===== config.mk =====
export PLATFORM = sky130hd
export DESIGN_NAME = pe_gen
export DESIGN_NICKNAME = d
export VERILOG_FILES = /design/src/rtl/pe_gen.sv
export SDC_FILE = /design/constraint.sdc
export NUM_CORES = 1
export LEC_CHECK = 0
export ABC_AREA = 0
export ABC_CLOCK_PERIOD_IN_PS = 3800
export BUFFER_PORTS_ARGS = -buffer_cell sky130_fd_sc_hd__buf_2
export CAP_MARGIN = 20
export CELL_PAD_IN_SITES_DETAIL_PLACEMENT = 1
export CELL_PAD_IN_SITES_GLOBAL_PLACEMENT = 1
export CORE_MARGIN = 2
export CORE_UTILIZATION = 34
export CTS_CLUSTER_SIZE = 20
export DETAILED_ROUTE_END_ITERATION = 6
export GPL_ROUTABILITY_DRIVEN = 0
export GPL_TIMING_DRIVEN = 0
export MAX_ROUTING_LAYER = met4
export PLACE_DENSITY_LB_ADDON = 0.1
export SLEW_MARGIN = 20
export SYNTH_ARGS = -nofsm -noshare
export SYNTH_HDL_FRONTEND = slang
export SYNTH_SLANG_ARGS = --single-unit

===== constraint.sdc =====
create_clock -name clk -period 3.8 [get_ports clk]
set_input_delay 0.19 -clock clk [delete_from_list [all_inputs] [get_ports clk]]
set_output_delay 0.19 -clock clk [all_outputs]
set_load 0.1 [all_outputs]

===== src/rtl/pe_gen.sv =====
// Generations-rule processing element for the tiled Life array.
// Multi-state cell with loadable birth/survive masks and a saturating live-age counter.
//
//   state          | meaning
//   0              | DEAD
//   1              | LIVE (only state reported on status_out)
//   2..N_STATES-1  | DYING, advances one step per PROCESS, then DEAD
module pe_gen #(
    parameter int N_STATES   = 3,
    parameter int STATE_BITS = 2,
    parameter int AGE_BITS   = 8,
    parameter int CMD_BITS   = 3
) (
    input  logic                  clk,
    input  logic                  rst,
    input  logic                  rsel_i,
    input  logic                  csel_i,
    input  logic                  rsel_o,
    input  logic                  csel_o,
    input  logic [CMD_BITS-1:0]   cmd,
    input  logic [STATE_BITS-1:0] state_in,
    input  logic [17:0]           rule_in,
    output logic [STATE_BITS-1:0] state_out,
    output logic [AGE_BITS-1:0]   age_out,
    output logic                  status_out,
    output logic                  active,
    input  logic                  w_i,
    input  logic                  e_i,
    input  logic                  n_i,
    input  logic                  s_i,
    input  logic                  nw_i,
    input  logic                  ne_i,
    input  logic                  sw_i,
    input  logic                  se_i
);

    localparam logic [CMD_BITS-1:0]   CMD_PROCESS = CMD_BITS'(1);
    localparam logic [CMD_BITS-1:0]   CMD_WRITE   = CMD_BITS'(2);
    localparam logic [CMD_BITS-1:0]   CMD_LOAD    = CMD_BITS'(3);
    localparam logic [CMD_BITS-1:0]   CMD_CLEAR   = CMD_BITS'(4);

    localparam logic [STATE_BITS-1:0] ST_DEAD   = '0;
    localparam logic [STATE_BITS-1:0] ST_LIVE   = STATE_BITS'(1);
    localparam logic [STATE_BITS-1:0] ST_DYING0 = (N_STATES > 2) ? STATE_BITS'(2) : ST_DEAD;
    localparam logic [STATE_BITS-1:0] ST_LAST   = STATE_BITS'(N_STATES - 1);
    localparam logic [STATE_BITS:0]   N_ST      = (STATE_BITS + 1)'(N_STATES);
    localparam logic [AGE_BITS-1:0]   AGE_MAX   = '1;

    localparam logic [8:0] BIRTH_RST   = 9'b000001000;
    localparam logic [8:0] SURVIVE_RST = 9'b000001100;

    logic [STATE_BITS-1:0] state_q, state_d;
    logic [AGE_BITS-1:0]   age_q, age_d;
    logic [8:0]            birth_q, birth_d;
    logic [8:0]            survive_q, survive_d;
    logic [3:0]            count;
    logic                  sel_i;
    logic                  sel_o;

    assign sel_i = rsel_i & csel_i;
    assign sel_o = rsel_o & csel_o;

    assign count = 4'(w_i) + 4'(e_i) + 4'(n_i) + 4'(s_i)
                 + 4'(nw_i) + 4'(ne_i) + 4'(sw_i) + 4'(se_i);

    always_comb begin
        state_d   = state_q;
        age_d     = age_q;
        birth_d   = birth_q;
        survive_d = survive_q;
        case (cmd)
            CMD_PROCESS: begin
                if (state_q == ST_DEAD) begin
                    state_d = birth_q[count] ? ST_LIVE : ST_DEAD;
                end else if (state_q == ST_LIVE) begin
                    state_d = survive_q[count] ? ST_LIVE : ST_DYING0;
                end else begin
                    // dying cells ignore neighbours and just count down to DEAD
                    state_d = (state_q < ST_LAST) ? state_q + 1'b1 : ST_DEAD;
                end
                if (state_q == ST_LIVE && state_d == ST_LIVE) begin
                    age_d = (age_q == AGE_MAX) ? age_q : age_q + 1'b1;
                end else begin
                    age_d = '0;
                end
            end
            CMD_WRITE: begin
                if (sel_i) begin
                    state_d = ({1'b0, state_in} < N_ST) ? state_in : ST_DEAD;
                    age_d   = '0;
                end
            end
            CMD_LOAD: begin
                if (sel_i) begin
                    birth_d   = rule_in[8:0];
                    survive_d = rule_in[17:9];
                end
            end
            CMD_CLEAR: begin
                state_d = ST_DEAD;
                age_d   = '0;
            end
            default: ;
        endcase
    end

    always_ff @(posedge clk) begin
        if (rst) begin
            state_q   <= ST_DEAD;
            age_q     <= '0;
            birth_q   <= BIRTH_RST;
            survive_q <= SURVIVE_RST;
        end else begin
            state_q   <= state_d;
            age_q     <= age_d;
            birth_q   <= birth_d;
            survive_q <= survive_d;
        end
    end

    // under reset the real next value is DEAD/0, whatever cmd says
    assign active = rst ? ((state_q != ST_DEAD) || (age_q != '0))
                        : ((state_d != state_q) || (age_d != age_q));

    assign state_out  = sel_o ? state_q : '0;
    assign age_out    = sel_o ? age_q : '0;
    assign status_out = (state_q == ST_LIVE);

endmodule


Word-level counts from Yosys, hierarchy flattened
Cells that the tools add are included.
{"block": "totals", "regBits": 28, "input_bits": 37}
{"block": "op_classes", "n_reduce_logical": 7, "n_bitwise": 2, "addsub": 9, "magnitude_cmp": 3, "muxes": 20, "eq_ne": 9}
{"operator": "$mux 8", "n": 4}
{"operator": "$pmux 8 s3", "n": 1}
{"operator": "$add 4x1->4", "n": 4}
{"operator": "$mux 2", "n": 8}
{"operator": "$add 8x1->8 const B", "n": 1}
{"operator": "$bmux 1 s4", "n": 2}
{"operator": "$eq 8x8->1 const B", "n": 1}
{"operator": "$ne 8x8->1", "n": 1}
{"operator": "$reduce_bool 8->1", "n": 1}
{"operator": "$eq 3x2->1 const B", "n": 2}
{"operator": "$pmux 2 s3", "n": 1}
{"operator": "$lt 4x5->1 const B", "n": 1}
{"operator": "$add 3x1->4", "n": 1}
{"operator": "$eq 2x1->1 const B", "n": 2}
{"operator": "$lt 2x2->1 const B", "n": 2}
{"operator": "$mux 1", "n": 4}
{"operator": "$add 2x1->3", "n": 1}
{"operator": "$eq 3x1->1 const B", "n": 1}
{"operator": "$eq 3x3->1 const B", "n": 1}
{"operator": "$add 1x1->2", "n": 1}
{"operator": "$add 2x1->2 const B", "n": 1}
{"operator": "$and 1x1->1", "n": 2}
{"operator": "$logic_not 2->1", "n": 1}
{"operator": "$logic_or 1x1->1", "n": 2}
{"operator": "4 further kinds", "n": 4}

Longest topological paths before layout
{"block": "logic_depth", "depth_word": 20, "depth_mapped": 14, "depth_no_buf": 14}

Least setup slack after synthesis
No wires, ideal clock.
{"block": "synth_timing", "path_type": "in2out", "startpoint": "in w_i", "endpoint": "out active", "arrival_ns": 5.413, "t_required_ns": 3.610, "slack_ns": -1.803, "stages": 14, "path_buffers": 0, "path_cell_list": "inv_1 fa_1 fa_1 fa_1 inv_1 ha_1 fa_1 mux4_1 mux2_2 mux2i_4 a311oi_1 o32ai_1 nor4b_1 a31oi_1"}
{"block": "synth_via", "elab_chain_cells": 20, "elab_cells_between_ends": 25}
{"element": "start, declared", "line": "27", "source": "input logic w_i,"}
{"element": "$add 1x1->2 *", "line": "63", "source": "assign count = 4'(w_i) + 4'(e_i) + 4'(n_i) + 4'(s_i)"}
{"element": "$add 2x1->3 *", "line": "63"}
{"element": "$add 3x1->4 *", "line": "63"}
{"element": "$add 4x1->4 * (4 in a row)", "line": "64", "source": "+ 4'(nw_i) + 4'(ne_i) + 4'(sw_i) + 4'(se_i);"}
{"element": "$bmux 1 s4", "line": "76", "source": "state_d = survive_q[count] ? ST_LIVE : ST_DYING0;"}
{"element": "$mux 1 (not written as such)", "line": "76"}
{"element": "$mux 2", "line": "76"}
{"element": "$mux 2", "line": "75", "source": "end else if (state_q == ST_LIVE) begin"}
{"element": "$mux 2 *", "line": "73", "source": "if (state_q == ST_DEAD) begin"}
{"element": "$mux 2 *", "line": "71", "source": "case (cmd)"}
{"element": "$eq 2x1->1", "line": "81", "source": "if (state_q == ST_LIVE && state_d == ST_LIVE) begin"}
{"element": "$logic_and 1x1->1", "line": "81"}
{"element": "$mux 8", "line": "81"}
{"element": "$pmux 8 s3", "line": "71"}
{"element": "$ne 8x8->1", "line": "123", "source": ": ((state_d != state_q) || (age_d != age_q));"}
{"element": "$logic_or 1x1->1 *", "line": "123"}
{"element": "$mux 1 *", "line": "122", "source": "assign active = rst ? ((state_q != ST_DEAD) || (age_q != '0))"}
{"element": "end, declared", "line": "26", "source": "output logic active,"}
Every way passes the cells marked *; elsewhere a longest branch is shown, timed or not. The select of a mux whose other input is x is not followed.

Worst setup path after layout
{"block": "layout_timing", "startpoint": "in s_i", "endpoint": "out active"}
{"block": "layout_via", "elab_chain_cells": 18, "elab_cells_between_ends": 23}
{"element": "start, declared", "line": "30", "source": "input logic s_i,"}
{"element": "$add 3x1->4 *", "line": "63"}
{"element": "$add 4x1->4 * (4 in a row)", "line": "64"}
{"element": "$bmux 1 s4", "line": "76"}
{"element": "$mux 1 (not written as such)", "line": "76"}
{"element": "$mux 2", "line": "76"}
{"element": "$mux 2", "line": "75"}
{"element": "$mux 2 *", "line": "73"}
{"element": "$mux 2 *", "line": "71"}
{"element": "$eq 2x1->1", "line": "81"}
{"element": "$logic_and 1x1->1", "line": "81"}
{"element": "$mux 8", "line": "81"}
{"element": "$pmux 8 s3", "line": "71"}
{"element": "$ne 8x8->1", "line": "123"}
{"element": "$logic_or 1x1->1 *", "line": "123"}
{"element": "$mux 1 *", "line": "122"}
Marked as above.

==> impl_metrics.py <==
metrics = {
    "outcome": {
        "status": "finished, violations left",
        "violations": "setup timing",
    },
    "synthesis": {
        "syn_area_per_cell_um2": 7.71,
        "ys_top_cells_by_count": "nand2_1 (45), a21oi_1 (34), dfxtp_1 (28)",
        "synth_top_area_share": 0.292,
        "syn_nets": 295,
        "ys_warn_count": 0,
        "synth_edf_count": 0,
        "synth_ff_type": "dfxtp_1",
        "synth_largest_area_cell": "dfxtp_1",
        "ys_types": 45,
        "yosys_register_bits": 28,
        "yosysMostFrequentCell": "nand2_1",
        "synthCells": 249,
        "synthTopCellsByArea": "dfxtp_1 (29%), a21oi_1 (8.9%), nand2_1 (8.8%)",
        "synth_area_mm2": 0.00192,
        "async_flop_share": 0,
        "ys_seq_area_frac": 0.292,
    },
    "cts": {
        "clkTransAtPathRegs_ps": 100,
        "clock-sinks": 28,
        "htree_levels": 1,
        "ctsLongestPathBuffers": 2,
        "numCtsBuffers": 3,
        "cts_root_buf": "clkbuf_8",
        "clkLatencyLatePin_ps": 280,
        "cts_tree": "built",
        "cts_hold_buf": 0,
    },
    "timing": {
        "whs_ps": 123,
        "slew_violations": 0,
        "finalSetupViolCount": 10,
        "fin_ws_ps": -814,
        "finalCriticalPeriod_ps": 4610,
        "finalHoldViolations": 0,
        "fin_skew_ps": 5.14,
        "fmax_mhz": 217,
        "tightest_slew_ps": 833,
        "setup_tns_ps": -3160,
        "rsz0062_at_grt": "true",
        "fin_crit_sh": 1.21,
        "relSlewSlack": 0.443,
    },
    "floorplan": {
        "fp.dieH_um": 79.2,
        "rows": 27,
        "core_area_mm2": 0.00547,
        "die_x_um": 79.2,
        "dieArea_mm2": 0.00627,
        "num_io_pins": 49,
        "start_util": 0.351,
    },
    "cells_and_area": {
        "drive_above_1_share": 0.318,
        "antenna_cells": 0,
        "nets": 358,
        "seq_area_um2": 561,
        "finalInstanceArea_mm2": 0.00263,
        "area_delta_synth_final_pct": 36.9,
        "finish.utilization": 0.481,
        "multi_input_area_mm2": 0.00144,
        "fillCellCount": 684,
        "instances_no_fill": 383,
    },
    "power_and_ir_drop": {
        "intPower_mw": 0.562,
        "switching_share": 0.338,
        "p_clk_frac": 0.227,
        "seq_power_share": 0.358,
        "vdd_ir_drop_max_mv": 0.173,
        "p_sw_mw": 0.288,
        "p_leak_nw": 1.07,
        "comb_power_share": 0.414,
        "p_per_area_mw_per_mm2": 323,
    },
    "detailed_routing": {
        "routed_via_density": 5.37,
        "vias": 2055,
        "drtPass1Iterations": 4,
        "first_iter_violations": 108,
        "postRouteAntennaNets": 0,
        "routedWlPerCell_um": 15.2,
        "drc_errors": 0,
        "wl_um": 5840,
    },
    "grt": {
        "grt.total_usage": 0.195,
        "grt_pass1_wl_um": 9430,
        "gr-total-overflow": 0,
        "antenna_found_initial": 0,
        "grt_max_degree": 16,
        "grt_pass1_vias": 1925,
    },
    "critical_path": {
        "crit_required_ps": 3610,
        "crit_path_end_kind": "output port",
        "critPathMaxFanout": 5,
        "worstPathArrival_ps": 4420,
        "start_kind": "input port",
        "critPathKind": "in -> out",
    },
    "place": {
        "port_buffers": 47,
        "place_inst": 368,
        "dp_hpwl_um": 4170,
        "place_area_mm2": 0.00228,
    },
    "job": {
        "cap_viol_max_count": 0,
    },
    "hold_path": {
        "hold_path.class": "in -> reg",
    },
}
## kinds of logic (layout without fill, tap and decap cells)
| logic type | Yosys count | after routing | share of synthesized area |
|---|---|---|---|
| xor+xnor | 2 | 2 | 0.00912 |
| fa+ha+maj | 9 | 9 | 0.0743 |
| compound gates | 59 | 59 | 0.180 |
| buf+inv | 29 | 91 | 0.0573 |
| mux | 8 | 8 | 0.0788 |
| flops | 28 | 28 | 0.292 |
| simple gates | 114 | 114 | 0.308 |
## path summary, 6_finish.rpt
path                              startpoint            to  slack, ps  depth (start not counted)
worst min-delay path             rule_in[11]  survive_q[2]        120                          3
worst min register to register  survive_q[5]  survive_q[5]        460                          2
worst max-delay path                     s_i        active       -810                         16
worst max register to register      age_q[0]      age_q[1]       1250                         10
## per-layer routing
metal,vias up,share of wire,track usage
met2,47,0.50,0.327
met1,986,0.45,0.246
met3,11,0.034,0.0227
met5,-,0,-
li1,1011,-,-
met4,0,0.016,0.0621
## cell usage in the layout (no fill, tap or decap), types with 6 or more instances in the layout
cell and count:
buf_2 43, nor2_1 7, nor3_1 7, o21ai_0 11, clkbuf_1 11, buf_6 7
buf_4 8, inv_1 13, a21oi_1 29, nor2b_1 6, and3_1 11, nand2_1 45
dfxtp_1 28, nand3_1 8
## critical path: stages
cell and delay (ps):
buf_6 70, inv_2 30, fa_1 540, fa_1 420, fa_1 500, inv_2 50
ha_4 160, fa_2 600, mux4_2 310, mux2_4 290, mux2i_4 290, nor2_4 80
a211oi_4 280, mux2i_2 310, a31oi_4 120, buf_12 190
## area by class of cell
| cell class | instances | share of cell area |
|---|---|---|
| buffer | 12 | 0.0200 |
| sequential | 28 | 0.213 |
| tap | 72 | 0.0343 |
| multi-input combinational | 192 | 0.547 |
| inverter | 17 | 0.0271 |
| timing repair buffer | 58 | 0.138 |
| clock buffer | 4 | 0.0209 |
## power by group through the flow
stage / logic, mW / registers, mW / clock network [mW]
6_report: 0.352 / 0.305 / 0.193
5_1_grt: 0.383 / 0.306 / 0.209
4_1_cts: 0.331 / 0.304 / 0.195
3_5_place_dp: 0.278 / 0.311 / 0
3_3_place_gp: 0.276 / 0.311 / 0
2_1_floorplan: 0.209 / 0.308 / 0
## stage by stage
step	worst slack (ps)	power, mW
2_1_floorplan	-725	0.517
3_3_place_gp	-1190	0.587
3_5_place_dp	-1200	0.589
4_1_cts	-846	0.830
5_1_grt	-924	0.898
6_report	-814	0.850
## repair_timing
action,4_1_cts,5_1_grt
endpoints found under the setup margin,11,11
pin swaps,14,11
gates resized for setup,23,18
cloned,1,0
setup buffers,4,6
## flip-flops by register name (all words and copies together) (netlist names)
| signal | flops |
|---|---|
| birth_q | 9 |
| survive_q | 9 |
| state_q | 2 |
| age_q | 8 |
(Power assumes the default switching activity.)
